### config.mk
export PLATFORM = sky130hd
export DESIGN_NAME = spi_flash_responder
export DESIGN_NICKNAME = d
export VERILOG_FILES = /design/src/rtl/spi_flash_responder_pkg.sv /design/src/rtl/spi_pin_sync.sv /design/src/rtl/spi_flash_responder.sv
export SDC_FILE = /design/constraint.sdc
export NUM_CORES = 1
export LEC_CHECK = 0
export CAP_MARGIN = 25
export CORE_MARGIN = 10
export CORE_UTILIZATION = 45
export CTS_CLUSTER_DIAMETER = 150
export DETAILED_ROUTE_END_ITERATION = 12
export GPL_TIMING_DRIVEN = 1
export PLACE_DENSITY_LB_ADDON = 0.2
export SKIP_CTS_REPAIR_TIMING = 1
export SYNTH_ARGS = -nofsm -noshare
export SYNTH_HDL_FRONTEND = slang
export SYNTH_SLANG_ARGS = --single-unit
### constraint.sdc
create_clock -name clk_i -period 1.7 [get_ports clk_i]
set_input_delay 0.255 -clock clk_i [delete_from_list [all_inputs] [get_ports clk_i]]
set_output_delay 0.255 -clock clk_i [all_outputs]
set_load 0.005 [all_outputs]
### src/rtl/spi_flash_responder_pkg.sv
// Shared types and opcodes for the SPI flash responder.
package spi_flash_responder_pkg;

  typedef enum logic [2:0] {
    ST_IDLE,
    ST_CMD,
    ST_ADDR,
    ST_DATA,
    ST_STATUS,
    ST_ID,
    ST_IGNORE
  } state_t;

  localparam logic [7:0] CMD_READ = 8'h03;
  localparam logic [7:0] CMD_RDSR = 8'h05;
  localparam logic [7:0] CMD_RDID = 8'h9F;

  // JEDEC ID bytes go out most-significant first, index 0..2.
  function automatic logic [7:0] id_byte(input logic [23:0] id, input logic [1:0] idx);
    case (idx)
      2'd0:    id_byte = id[23:16];
      2'd1:    id_byte = id[15:8];
      default: id_byte = id[7:0];
    endcase
  endfunction

endpackage

### src/rtl/spi_pin_sync.sv
// Synchronizes the SPI pins into clk and derives SCK/CSB edge strobes.
module spi_pin_sync #(
  parameter int SYNC_STAGES = 2
) (
  input  logic clk,
  input  logic srst,
  input  logic sck,
  input  logic csb,
  input  logic mosi,
  output logic sck_rise,
  output logic sck_fall,
  output logic csb_fall,
  output logic csb_high,
  output logic mosi_bit,
  output logic armed
);

  logic [2:0] pins;
  logic [2:0] synced;
  logic [1:0] prev;
  logic       armed_reg;
  logic       sel_active;

  assign pins = {mosi, csb, sck};

  // Chains clear to 0 so a CSB already low at reset release never looks like a fresh fall.
  for (genvar gi = 0; gi < 3; gi++) begin : g_sync
    logic [SYNC_STAGES-1:0] chain_reg;
    always_ff @(posedge clk) begin
      if (srst) chain_reg <= '0;
      else      chain_reg <= {chain_reg[SYNC_STAGES-2:0], pins[gi]};
    end
    assign synced[gi] = chain_reg[SYNC_STAGES-1];
  end

  for (genvar gi = 0; gi < 2; gi++) begin : g_edge
    logic prev_reg;
    always_ff @(posedge clk) begin
      if (srst) prev_reg <= 1'b0;
      else      prev_reg <= synced[gi];
    end
    assign prev[gi] = prev_reg;
  end

  // CSB must be seen high once after reset before a selection is honoured.
  always_ff @(posedge clk) begin
    if (srst)           armed_reg <= 1'b0;
    else if (synced[1]) armed_reg <= 1'b1;
  end

  assign sel_active = armed_reg & ~synced[1];
  assign sck_rise   = sel_active &  synced[0] & ~prev[0];
  assign sck_fall   = sel_active & ~synced[0] &  prev[0];
  assign csb_fall   = armed_reg  &  prev[1]   & ~synced[1];
  assign csb_high   = synced[1];
  assign mosi_bit   = synced[2];
  assign armed      = armed_reg;

endmodule

### src/rtl/spi_flash_responder.sv
// Mode-0 SPI flash responder: READ/RDSR/RDID served from an external byte memory.
module spi_flash_responder
  import spi_flash_responder_pkg::*;
#(
  parameter int          ADDR_W      = 16,
  parameter logic [23:0] JEDEC_ID    = 24'hEF4018,
  parameter logic [7:0]  STATUS_VAL  = 8'h00,
  parameter int          SYNC_STAGES = 2
) (
  input  logic              clk_i,
  input  logic              rst_i,
  input  logic              spi_sck_i,
  input  logic              spi_csb_i,
  input  logic              spi_mosi_i,
  output logic              spi_miso_o,
  output logic              spi_miso_oe_o,
  output logic              mem_req_o,
  output logic [ADDR_W-1:0] mem_addr_o,
  input  logic [7:0]        mem_rdata_i,
  output logic              busy_o,
  output logic              cmd_err_o
);

  logic sck_rise, sck_fall, csb_fall, csb_high, mosi_bit, armed;

  spi_pin_sync #(.SYNC_STAGES(SYNC_STAGES)) u_pin_sync (
    .clk      (clk_i),
    .srst     (rst_i),
    .sck      (spi_sck_i),
    .csb      (spi_csb_i),
    .mosi     (spi_mosi_i),
    .sck_rise (sck_rise),
    .sck_fall (sck_fall),
    .csb_fall (csb_fall),
    .csb_high (csb_high),
    .mosi_bit (mosi_bit),
    .armed    (armed)
  );

  state_t            state_reg;
  logic [4:0]        bit_cnt_reg;
  logic [22:0]       shift_in_reg;
  logic [23:0]       addr_reg;
  logic [7:0]        tx_reg;
  logic [2:0]        tx_cnt_reg;
  logic [7:0]        stage_reg;
  logic              rd_wait_reg;
  logic [1:0]        id_idx_reg;
  logic              miso_reg;
  logic              oe_reg;
  logic              mem_req_reg;
  logic [ADDR_W-1:0] mem_addr_reg;
  logic              busy_reg;
  logic              cmd_err_reg;

  logic [7:0]  opcode_next;
  logic [23:0] addr_shift_next;
  logic [23:0] addr_inc_next;
  logic [7:0]  tx_byte_next;

  assign opcode_next     = {shift_in_reg[6:0], mosi_bit};
  assign addr_shift_next = {shift_in_reg, mosi_bit};
  assign addr_inc_next   = addr_reg + 24'd1;

  always_comb begin
    tx_byte_next = stage_reg;
    case (state_reg)
      ST_STATUS: tx_byte_next = STATUS_VAL;
      ST_ID:     tx_byte_next = id_byte(JEDEC_ID, id_idx_reg);
      default:   tx_byte_next = stage_reg;
    endcase
  end

  always_ff @(posedge clk_i) begin
    if (rst_i) begin
      state_reg    <= ST_IDLE;
      bit_cnt_reg  <= '0;
      shift_in_reg <= '0;
      addr_reg     <= '0;
      tx_reg       <= '0;
      tx_cnt_reg   <= '0;
      stage_reg    <= '0;
      rd_wait_reg  <= 1'b0;
      id_idx_reg   <= '0;
      miso_reg     <= 1'b0;
      oe_reg       <= 1'b0;
      mem_req_reg  <= 1'b0;
      mem_addr_reg <= '0;
      busy_reg     <= 1'b0;
      cmd_err_reg  <= 1'b0;
    end else begin
      mem_req_reg <= 1'b0;
      cmd_err_reg <= 1'b0;
      busy_reg    <= armed & ~csb_high;
      rd_wait_reg <= mem_req_reg;
      if (rd_wait_reg) stage_reg <= mem_rdata_i;

      // Deselect overrides everything, including an SCK edge in the same cycle.
      if (csb_high) begin
        state_reg <= ST_IDLE;
        oe_reg    <= 1'b0;
        miso_reg  <= 1'b0;
      end else begin
        case (state_reg)
          ST_IDLE: begin
            if (csb_fall) begin
              state_reg   <= ST_CMD;
              bit_cnt_reg <= '0;
              tx_cnt_reg  <= '0;
              id_idx_reg  <= '0;
            end
          end
          ST_CMD: begin
            if (sck_rise) begin
              shift_in_reg <= addr_shift_next[22:0];
              bit_cnt_reg  <= bit_cnt_reg + 5'd1;
              if (bit_cnt_reg == 5'd7) begin
                bit_cnt_reg <= '0;
                case (opcode_next)
                  CMD_READ: state_reg <= ST_ADDR;
                  CMD_RDSR: state_reg <= ST_STATUS;
                  CMD_RDID: state_reg <= ST_ID;
                  default: begin
                    state_reg   <= ST_IGNORE;
                    cmd_err_reg <= 1'b1;
                  end
                endcase
              end
            end
          end
          ST_ADDR: begin
            if (sck_rise) begin
              shift_in_reg <= addr_shift_next[22:0];
              bit_cnt_reg  <= bit_cnt_reg + 5'd1;
              if (bit_cnt_reg == 5'd23) begin
                addr_reg     <= addr_shift_next;
                mem_addr_reg <= addr_shift_next[ADDR_W-1:0];
                mem_req_reg  <= 1'b1;
                state_reg    <= ST_DATA;
              end
            end
          end
          ST_DATA, ST_STATUS, ST_ID: begin
            if (sck_fall) begin
              oe_reg <= 1'b1;
              if (tx_cnt_reg == 3'd0) begin
                miso_reg   <= tx_byte_next[7];
                tx_reg     <= {tx_byte_next[6:0], 1'b0};
                tx_cnt_reg <= 3'd7;
                if (state_reg == ST_ID)
                  id_idx_reg <= (id_idx_reg == 2'd2) ? 2'd0 : id_idx_reg + 2'd1;
              end else begin
                miso_reg   <= tx_reg[7];
                tx_reg     <= {tx_reg[6:0], 1'b0};
                tx_cnt_reg <= tx_cnt_reg - 3'd1;
              end
              // Prefetch the next byte while bit 0 of the current one is on the wire.
              if (state_reg == ST_DATA && tx_cnt_reg == 3'd1) begin
                addr_reg     <= addr_inc_next;
                mem_addr_reg <= addr_inc_next[ADDR_W-1:0];
                mem_req_reg  <= 1'b1;
              end
            end
          end
          default: ;
        endcase
      end
    end
  end

  assign spi_miso_o    = miso_reg;
  assign spi_miso_oe_o = oe_reg;
  assign mem_req_o     = mem_req_reg;
  assign mem_addr_o    = mem_addr_reg;
  assign busy_o        = busy_reg;
  assign cmd_err_o     = cmd_err_reg;

endmodule
==> key figures <==
Synthesis
  – Post-synth EDFFs: 0
  – Top_reg_cell synth: dfxtp_1
  – Synth async-reset ratio: 0%
  – Post-Synthesis Cell Area: 3640 um^2
  – Yosys reg bits: 74
  – Syn. warnings: 0
  – Cell count after synthesis: 424
  – Seq/Total Area, Yosys: 40.7%
  – Post-synthesis cell type count: 65
  – Synth Area per Inst: 8.58 um^2
  – Syn_nets: 442

Placement
  – Placed insts: 581
  – I/O Buffers: 33
  – Post-Place Cell Area: 4340 um^2
  – GPL Wtd Cong: 0.861
  – Pre-CTS setup slack: -182 ps
  – Dpl hpwl: 6470 um

GRT
  – Initial antenna violation count: 0
  – First-pass GRT wire length: 14900 um
  – Grt ovf: 0
  – Largest net degree at the start of global routing: 25
  – Tot GR Track Use: 15.0%
  – Number of global-route vias before repair: 3276

STA
  – Worst slew margin: between 60 and 70%
  – Min Tclk post-route: about 1800 ps
  – Final slew viol count: 0
  – Final setup skew: 11.0 ps
  – Endpoints failing setup: 11
  – RSZ-0062 raised after global routing: yes
  – Slew @ Worst Pin: between 400 and 500 ps
  – Fmax: roughly 570 MHz
  – Final WS setup: -64.4 ps
  – Tcrit/Tclk final: 104%
  – Final Hold Viols: 0

Worst setup path
  – Highest fanout seen on the critical path: 7
  – Top delay family on crit path: simple AND/OR/NAND/NOR gates
  – Critical Path, Cell by Cell: and3b_2, and3_4, o22a_2, buf_12, clkbuf_16, buf_6, a211oi_2
  – Setup crit start kind: flip-flop
  – Req. time, crit path: 1980 ps
  – Worst EP arrival: 2040 ps
  – Slowest-stage cell, CP: dfxtp_2
  – Worst setup EP type: flip-flop
  – WS Path Type: reg -> reg
  – Worst path bufs/invs: 3
  – Max incr delay on CP: 380 ps

Routing
  – Post-Route WL: 9420 um
  – Wire length per cell: 15.5 um
  – Drt pass-1 iters: 4
  – Post-DRT Antenna Nets: 0
  – Vias per inst: 5.56
  – DRC viols: 0
  – Vias post-DR: 3375
  – DRT iter0 DRCs: 168

Layout
  – Filler cells: 690
  – Fin cells: 607
  – Number of flip-flops under the largest register name: 16
  – Final instance area: 4780 um^2
  – Synth-to-layout area growth: 31.6%
  – Share of layout cells above drive strength 1: 23.8%
  – Nets: 518
  – Inserted Diodes: 0

Power and ir drop
  – Static Leak: between 1.5 and 2 nW
  – Worst vdd ir: 0.000487 V
  – Power, Total: 3.10 mW
  – Power Density: 648 nW/um^2

Clocking
  – Clk Latency, worst-skew pair: 350 ps
  – CTS tree: done
  – H-tree levels: 3
  – Clock Tree Root: clkbuf_8
  – CTS clk-pin slew, worst paths: around 90 ps
  – CTS buffer count: 9
  – Clk sinks: 74
  – Max clock buf depth: 2

Floorplan
  – Core area: 7810 um^2
  – Initial Util: 46.6%
  – Chip height: roughly 110 um
  – I/O Pins: 34
  – Die area: 12100 um^2
  – Die X: 110 um
  – FP Rows: 32

Job
  – Max-capacitance violation count: 0

Min path
  – HP Class: in -> reg

Outcome
  – Failing checks: negative setup slack
  – Status: finished with violations
## layout make-up
| cell class | instances | area, um^2 | area share, % |
|---|---|---|---|
| Clock buffer | 10 | 138 | 2.88 |
| Clock inverter | 6 | 41.3 | 0.863 |
| Inverter | 9 | 33.8 | 0.706 |
| Multi-Input combinational cell | 317 | 2140 | 44.7 |
| Sequential cell | 74 | 1490 | 31.1 |
| Tap cell | 102 | 128 | 2.67 |
| Timing Repair Buffer | 89 | 817 | 17.1 |
## path summary, 6_finish.rpt
| path | start | endpoint | slack, ps | cells past startpoint |
|---|---|---|---|---|
| worst max-delay path | state_reg[0] | addr_reg[10] | -60 | 7 |
| worst min-delay path | rst_i | u_pin_sync.g_edge[1].prev_reg | 140 | 2 |
| worst max register to register | state_reg[0] | addr_reg[10] | -60 | 7 |
| worst min register to register | u_pin_sync.g_sync[0].chain_reg[0] | u_pin_sync.g_sync[0].chain_reg[1] | 450 | 1 |
## through the flow
step	utilization, %	hold slack (ps)	TNS, ps
after floorplan	-	334	0
after global placement	55.6	422	-777
after detailed placement	55.6	429	-1640
after CTS	57.9	126	-1850
after global routing	61.3	149	-2450
final	61.3	135	-251
## layer usage
layer  vias up  GRT usage (%)  wire length (um)
met1      1627           17.9              4200
met2        67           26.2              4770
met5         -              0                 0
met3         8           2.40               358
li1       1673              -                 -
met4         0           5.76                96
## cells in the mapped netlist (all sizes together) (2+ instances only)
cell type | count | area (um^2)
nor2b | 11 | 68.8
nand4b | 4 | 35.0
a211oi | 3 | 27.5
nand2b | 8 | 50.1
nor3b | 6 | 50.1
a21oi | 42 | 214
nor4b | 2 | 23.8
nor3 | 8 | 45.0
o21ai | 19 | 95.1
or3 | 2 | 12.5
o21a | 2 | 15.0
nand3b | 2 | 15.0
a31o | 2 | 17.5
mux2i | 26 | 260
ha | 5 | 62.6
or4 | 2 | 15.0
o32ai | 3 | 26.3
nand4 | 8 | 50.1
a21o | 9 | 67.6
buf | 15 | 91.3
nand4bb | 2 | 38.8
a211o | 6 | 52.6
clkbuf | 11 | 41.3
xnor2 | 3 | 26.3
a31oi | 6 | 37.5
and2 | 2 | 12.5
nand3 | 10 | 50.1
or2 | 3 | 18.8
nor2 | 58 | 230
inv | 9 | 33.8
nand2 | 35 | 131
dfxtp | 74 | 1480
a311oi | 2 | 23.8
o22ai | 4 | 38.8
and3 | 5 | 36.3
## worst register-to-register path: cells and delay by family, from the launching register on
family | cells | cell delay (ps)
and+or+nand+nor | 2 | 510
AOI/OAI and AO/OA | 2 | 430
buffers and inverters | 3 | 390
DFF | 1 | 380
## kinds of logic (layout without fill, tap and decap cells)
kind of cell | count (synthesis) | in the layout | share of synthesized area, %
compound gates | 108 | 110 | 19.4
xor+xnor | 4 | 4 | 0.964
fa+ha+maj | 5 | 5 | 1.72
buf+inv | 35 | 114 | 4.58
flops | 74 | 74 | 40.7
mux | 26 | 26 | 7.16
simple gates | 172 | 172 | 25.5
## report_power, final
part / switching [mW] / internal [mW] / total, mW
combinational: 0.0509 / 0.0546 / 0.105
clock: 0.677 / 0.569 / 1.25
sequential: 0.00923 / 1.74 / 1.75
## cells in the final DEF (no fill, tap or decap), types with 4 or more instances in the layout
cell and instances:
nand4b_1 4, buf_12 4, ha_1 4, o21ai_0 6, nand2_1 35, clkbuf_8 10
buf_4 50, nor3_1 7, nor2b_1 11, o21ai_1 9, nor2_1 53, nand4_1 8
dfxtp_1 68, a211o_1 6, o21ai_2 4, nand2b_1 7, nor3b_1 5, inv_1 9
nor2_2 4, dfxtp_2 6, clkdlybuf4s50_1 32, a31oi_1 6, a21o_1 9, and3_1 4
a21oi_2 6, nand3_1 10, a21oi_1 35, mux2i_1 26
Power figures use the tool's default switching activity.
